## src/rtl/fejkon_pcie_np_tracker.sv

```systemverilog
// rtl/fejkon_pcie_np_tracker.sv - BAR0 request tracker: in-order completions over out-of-order memory reads
// Optional statistics counters are enabled by defining FEJKON_NP_TRACKER_STATS_EN.
module fejkon_pcie_np_tracker #(
  parameter int ADDR_W    = 12,
  parameter int DATA_W    = 32,
  parameter int NUM_SLOTS = 32,
  parameter int SLOT_W    = $clog2(NUM_SLOTS)
) (
  input  logic              clk,
  input  logic              reset_n,
  input  logic              req_valid,
  output logic              req_ready,
  input  logic              req_write,
  input  logic [7:0]        req_tag,
  input  logic [9:0]        req_len,
  input  logic [ADDR_W-1:0] req_addr,
  input  logic [DATA_W-1:0] req_data,
  output logic              mem_valid,
  input  logic              mem_ready,
  output logic              mem_write,
  output logic [ADDR_W-1:0] mem_addr,
  output logic [DATA_W-1:0] mem_wdata,
  output logic [SLOT_W-1:0] mem_slot,
  input  logic              rsp_valid,
  input  logic [SLOT_W-1:0] rsp_slot,
  input  logic [DATA_W-1:0] rsp_data,
  output logic              cpl_valid,
  input  logic              cpl_ready,
  output logic [7:0]        cpl_tag,
  output logic [DATA_W-1:0] cpl_data,
  output logic              cpl_ur,
  output logic              err_ur_p,
  output logic              err_ur_np,
  output logic [SLOT_W:0]   outstanding
`ifdef FEJKON_NP_TRACKER_STATS_EN
  ,
  output logic [15:0]       stat_hwm,
  output logic [15:0]       stat_ur,
  output logic [15:0]       stat_spurious
`endif
);

  logic [NUM_SLOTS-1:0] slot_busy;
  logic [NUM_SLOTS-1:0] slot_done;
  logic [NUM_SLOTS-1:0] slot_ur;
  logic [7:0]           slot_tag  [NUM_SLOTS];
  logic [DATA_W-1:0]    slot_data [NUM_SLOTS];
  logic [SLOT_W-1:0]    wr_ptr;
  logic [SLOT_W-1:0]    rd_ptr;

  logic              full;
  logic              req_is_ur;
  logic              accept;
  logic              alloc;
  logic              issue;
  logic              rsp_hit;
  logic              head_hit;
  logic              head_done;
  logic              pop;
  logic [DATA_W-1:0] head_data;

  assign full      = (outstanding == (SLOT_W+1)'(NUM_SLOTS));
  // Writes obey the same gate so memory sees requests in arrival order
  assign req_ready = !full && (!mem_valid || mem_ready);
  assign req_is_ur = (req_addr[1:0] != 2'b00) || (req_len != 10'd1);
  assign accept    = req_valid && req_ready;
  assign alloc     = accept && !req_write;
  assign issue     = accept && !req_is_ur;
  // Responses to free or already-completed slots are dropped here
  assign rsp_hit   = rsp_valid && slot_busy[rsp_slot] && !slot_done[rsp_slot];
  // A response for the head slot bypasses the table to reach cpl_* one cycle later
  assign head_hit  = rsp_hit && (rsp_slot == rd_ptr);
  assign head_done = slot_busy[rd_ptr] && (slot_done[rd_ptr] || head_hit);
  assign head_data = head_hit ? rsp_data : slot_data[rd_ptr];
  assign pop       = head_done && (!cpl_valid || cpl_ready);

  // Slot flags, ring pointers and occupancy; retire clears after allocate/response updates
  always_ff @(posedge clk or negedge reset_n) begin
    if (!reset_n) begin
      slot_busy   <= '0;
      slot_done   <= '0;
      slot_ur     <= '0;
      wr_ptr      <= '0;
      rd_ptr      <= '0;
      outstanding <= '0;
    end else begin
      if (alloc) begin
        slot_busy[wr_ptr] <= 1'b1;
        slot_done[wr_ptr] <= req_is_ur;
        slot_ur[wr_ptr]   <= req_is_ur;
        wr_ptr            <= wr_ptr + SLOT_W'(1);
      end
      if (rsp_hit) begin
        slot_done[rsp_slot] <= 1'b1;
      end
      if (pop) begin
        slot_busy[rd_ptr] <= 1'b0;
        slot_done[rd_ptr] <= 1'b0;
        rd_ptr            <= rd_ptr + SLOT_W'(1);
      end
      if (alloc && !pop) begin
        outstanding <= outstanding + (SLOT_W+1)'(1);
      end else if (!alloc && pop) begin
        outstanding <= outstanding - (SLOT_W+1)'(1);
      end
    end
  end

  // Slot payload; only meaningful while the busy flag is set, so no reset needed
  always_ff @(posedge clk) begin
    if (alloc) begin
      slot_tag[wr_ptr]  <= req_tag;
      slot_data[wr_ptr] <= '0;
    end
    if (rsp_hit) begin
      slot_data[rsp_slot] <= rsp_data;
    end
  end

  // Memory command register, held until the memory accepts it
  always_ff @(posedge clk or negedge reset_n) begin
    if (!reset_n) begin
      mem_valid <= 1'b0;
      mem_write <= 1'b0;
      mem_addr  <= '0;
      mem_wdata <= '0;
      mem_slot  <= '0;
    end else if (issue) begin
      mem_valid <= 1'b1;
      mem_write <= req_write;
      mem_addr  <= req_addr;
      mem_wdata <= req_write ? req_data : '0;
      mem_slot  <= wr_ptr;
    end else if (mem_ready) begin
      mem_valid <= 1'b0;
    end
  end

  // One-cycle UR pulses, split by posted/non-posted
  always_ff @(posedge clk or negedge reset_n) begin
    if (!reset_n) begin
      err_ur_p  <= 1'b0;
      err_ur_np <= 1'b0;
    end else begin
      err_ur_p  <= accept && req_write && req_is_ur;
      err_ur_np <= accept && !req_write && req_is_ur;
    end
  end

  // Completion output register, loaded from the head slot in request order
  always_ff @(posedge clk or negedge reset_n) begin
    if (!reset_n) begin
      cpl_valid <= 1'b0;
      cpl_tag   <= '0;
      cpl_data  <= '0;
      cpl_ur    <= 1'b0;
    end else if (pop) begin
      cpl_valid <= 1'b1;
      cpl_tag   <= slot_tag[rd_ptr];
      cpl_ur    <= slot_ur[rd_ptr];
      cpl_data  <= slot_ur[rd_ptr] ? '0 : head_data;
    end else if (cpl_ready) begin
      cpl_valid <= 1'b0;
    end
  end

`ifdef FEJKON_NP_TRACKER_STATS_EN
  // Saturating statistics: occupancy peak, UR events, ignored responses
  always_ff @(posedge clk or negedge reset_n) begin
    if (!reset_n) begin
      stat_hwm      <= '0;
      stat_ur       <= '0;
      stat_spurious <= '0;
    end else begin
      if (16'(outstanding) > stat_hwm) begin
        stat_hwm <= 16'(outstanding);
      end
      if (accept && req_is_ur && (stat_ur != 16'hFFFF)) begin
        stat_ur <= stat_ur + 16'd1;
      end
      if (rsp_valid && !rsp_hit && (stat_spurious != 16'hFFFF)) begin
        stat_spurious <= stat_spurious + 16'd1;
      end
    end
  end
`endif

endmodule

```

## config.mk

```make
export PLATFORM = sky130hd
export DESIGN_NAME = fejkon_pcie_np_tracker
export DESIGN_NICKNAME = d
export VERILOG_FILES = /design/src/rtl/fejkon_pcie_np_tracker.sv
export SDC_FILE = /design/constraint.sdc
export NUM_CORES = 2
export LEC_CHECK = 0
export CORE_AREA = 2 2 390 392
export DETAILED_ROUTE_END_ITERATION = 7
export DIE_AREA = 0 0 392 394
export GPL_ROUTABILITY_DRIVEN = 0
export SYNTH_ARGS = -nofsm -noshare
export SYNTH_HDL_FRONTEND = slang
export SYNTH_SLANG_ARGS = --single-unit
```

## constraint.sdc

```tcl
create_clock -name clk -period 4.1 [get_ports clk]
set_clock_uncertainty 0.2 [all_clocks]
set_input_delay 0.615 -clock clk [delete_from_list [all_inputs] [get_ports clk]]
set_output_delay 0.615 -clock clk [all_outputs]
set_load 0.05 [all_outputs]
```

==> results.py <==
metrics = {
    "clock_tree": {
        "path_clk_slew_ns": 0.06,
        "clock_latency_ns": 0.81,
        "cts_setup_buffers": 0,
        "post_cts_resized": 0,
        "max-clock-path-buffers": 3,
        "tritoncts": "built",
        "cts_root_buffer": "clkbuf_16",
        "cts_buffers": 155,
        "cts_num_sinks": 1487,
        "h-tree-depth": 4,
    },
    "global_route": {
        "grt-ovfl-total": 0,
        "grt.total_usage": 0.256,
        "grt_pass1_vias": 39206,
        "grt_first_pass_wirelength_mm": 284,
        "antenna_found_initial": 15,
        "grt_max_degree": 143,
    },
    "timing": {
        "hold_viol_final": 0,
        "slew_headroom": 0.174,
        "period_share": 0.949,
        "slew_viol_final": 0,
        "tightestPinTransition_ns": 1.24,
        "setup_violations": 0,
        "max_freq_ghz": 0.257,
        "finalSetupTns_ns": 0,
        "rsz0062_at_grt": "false",
        "period_needed_ns": 3.89,
    },
    "die": {
        "core_um2": 151000,
        "die_y_um": 394,
        "num_io_pins": 208,
        "start_util": 0.437,
        "num_rows": 143,
        "dieArea_um2": 154000,
        "fp.dieW_um": 392,
    },
    "placed_design": {
        "io_buffers": 207,
        "place_inst": 6406,
        "dpl.hpwl_mm": 123,
    },
    "finish": {
        "drive_above_1_share": 0.235,
        "syn_to_final_growth_pct": 19.7,
        "most-common-layout-cells": "edfxtp_1, and2_1, mux4_2",
        "final_common_cell": "edfxtp_1",
        "final_nets": 4654,
        "final-instance-count-excl-fill": 6696,
    },
    "synth": {
        "syn_inst": 4191,
        "ys.flop_type": "edfxtp_1",
        "netlist.area_leader.share": 0.584,
        "syn_area_um2": 65800,
        "yosysSeqAreaShare": 0.663,
        "yosys_register_bits": 1487,
        "syn_nets": 4311,
        "synthArstFlopShare": 0.139,
        "avgSynthCellArea_um2": 15.7,
        "synth.distinct_cells": 61,
        "synth_edf_count": 1280,
        "yosysTopAreaCell": "edfxtp_1",
        "ys_warn_count": 0,
        "synth_area_leaders": "edfxtp_1, mux4_2, and2_1",
    },
    "pwr": {
        "power.density_nw_per_um2": 573,
        "seq_power_share": 0.403,
        "leakagePower_nw": 26.7,
        "combPwrFrac": 0.295,
        "p_sw_mw": 14.4,
        "peakVddDrop_uv": 586,
        "swShare": 0.318,
        "p_clk_frac": 0.303,
        "power.internal_mw": 30.8,
    },
    "critical_path": {
        "arrival_ns": 4.38,
        "start_kind": "flip-flop",
        "cpPeakStageDelay_ns": 0.57,
        "crit_top_cell": "inv_2",
        "cp.required_ns": 4.59,
        "path_max_fanout": 11,
        "reg2regPathDepth": 17,
        "endpoint_kind": "flip-flop",
        "cpMaxStageDelayCell": "dfrtp_4",
        "crit_chain": "buf_12 -> mux4_2 -> a22oi_1 -> and4_1 -> a21boi_2 -> nor2_4 -> inv_2 -> ha_4 -> inv_2 -> buf_4 -> ha_1 -> a21oi_2 -> o21bai_1 -> a21oi_1 -> xnor2_1 -> nor2_1 -> xor2_1",
        "criticalPathCategory": "flip-flop to flip-flop",
    },
    "drt": {
        "wire_per_inst_um": 29.4,
        "dr.pass1.iters": 5,
        "dr_total_vias": 38790,
        "top_layer": "met4",
        "wl_met3_mm": 15.7,
        "routed_wl_mm": 197,
        "ant_nets": 0,
        "vias_per_cell": 5.79,
        "drc_errors": 0,
        "drtIter0Drc": 4593,
        "wl_met2_mm": 93.0,
        "wl_met1_mm": 82.7,
    },
    "hold_path": {
        "hold_depth": 3,
        "hold_path_class": "input pin to flip-flop",
    },
    "run_status": {
        "status": "complete, no violations",
    },
    "flow_run": {
        "maxCapViolations": 0,
    },
}
==> through the flow <==
stage / total power [mW] / instance area [um^2] / util / hold WS [ns] / setup slack (ns)
after detailed placement: 31.8 / 73900 / 0.490 / 0.255 / -0.414
after CTS: 45.5 / 78800 / 0.523 / 0.0809 / 0.206
after floorplan: 26.6 / 65900 / - / 0.119 / -0.654
final: 45.2 / 78800 / 0.523 / 0.143 / 0.209
after global routing: 46.8 / 78800 / 0.523 / 0.132 / 0.00261
after global placement: 31.8 / 73900 / 0.490 / 0.247 / -0.413
==> path summary, 6_finish.rpt <==
check                           slack [ns]     startpoint        endpoint
min in group asynchronous             0.25        reset_n   mem_wdata[12]
worst max register to register        0.21      rd_ptr[0]  outstanding[5]
max in group asynchronous             2.51        reset_n    cpl_data[20]
worst max-delay path                  0.21      rd_ptr[0]  outstanding[5]
worst min-delay path                  0.14   req_addr[11]    mem_addr[11]
worst min register to register        0.26  mem_wdata[13]   mem_wdata[13]
==> power groups by stage <==
stage                     Combinational [mW]  Sequential, mW  Clock [mW]
after CTS                               13.4            18.2        13.9
final                                   13.3            18.2        13.7
after detailed placement                13.4            18.5           0
after global placement                  13.3            18.5           0
after global routing                    14.0            18.3        14.5
after floorplan                         7.85            18.8           0
==> Yosys cell counts, types with 24 or more instances <==
library cell / count
a32oi_1: 24
buf_1: 26
o21ai_0: 35
nor2_1: 65
edfxtp_1: 1280
mux2i_1: 49
clkbuf_1: 270
nor4_1: 37
dfrtp_1: 207
a22o_1: 33
and2_1: 1031
mux2_2: 70
nand3_1: 54
a31oi_1: 25
o22ai_1: 135
a22oi_1: 44
buf_2: 87
mux4_2: 351
nand2_1: 141
==> per-layer routing <==
layer  vias to the layer above  global-route usage
met5                         -                   0
met2                      1738               0.404
met1                     20296               0.370
li1                      16486                   -
met4                         0              0.0714
met3                       270              0.0417
==> cell families after synthesis <==
group / Yosys count / synth area share
AO/OA/AOI/OAI: 328 / 0.0345
XOR/XNOR: 18 / 0.00240
adder cells (fa/ha/maj): 14 / 0.00278
buffers and inverters: 414 / 0.0258
flip-flops: 1487 / 0.663
multiplexers: 475 / 0.140
AND/OR/NAND/NOR: 1455 / 0.131
==> registers in the layout, indices dropped and copies added, names as in the netlist, 5 cells and up <==
name,cells
slot_ur,32
cpl_data,32
slot_data,1024
slot_tag,256
wr_ptr,5
cpl_tag,8
mem_addr,12
slot_done,32
outstanding,6
mem_slot,5
mem_wdata,32
rd_ptr,5
slot_busy,32
==> critical path, delay by kind of cell (launching register included) <==
family	cells	cell delay, ns
AOI/OAI and AO/OA	5	0.93
buffers and inverters	4	0.45
muxes	1	0.52
and+or+nand+nor	3	0.41
adders and majority gates	2	0.43
xor gates and xnor gates	2	0.27
DFF	1	0.57
==> timing repair <==
action	4_1_cts	5_1_grt
setup endpoints to repair	0	0
hold endpoints to repair	81	0
hold buffers	1	0
==> layout make-up <==
type,count,area [um^2]
fill,12292,71900
clock inverter,74,648
inverter,18,67.6
clock buffer,213,4280
antenna,2,5.00
tap,2030,2540
sequential,1487,43600
timing repair buffer,582,6610
multi-input combinational,2290,21000
Note: power is estimated with default switching activity, not from simulation.
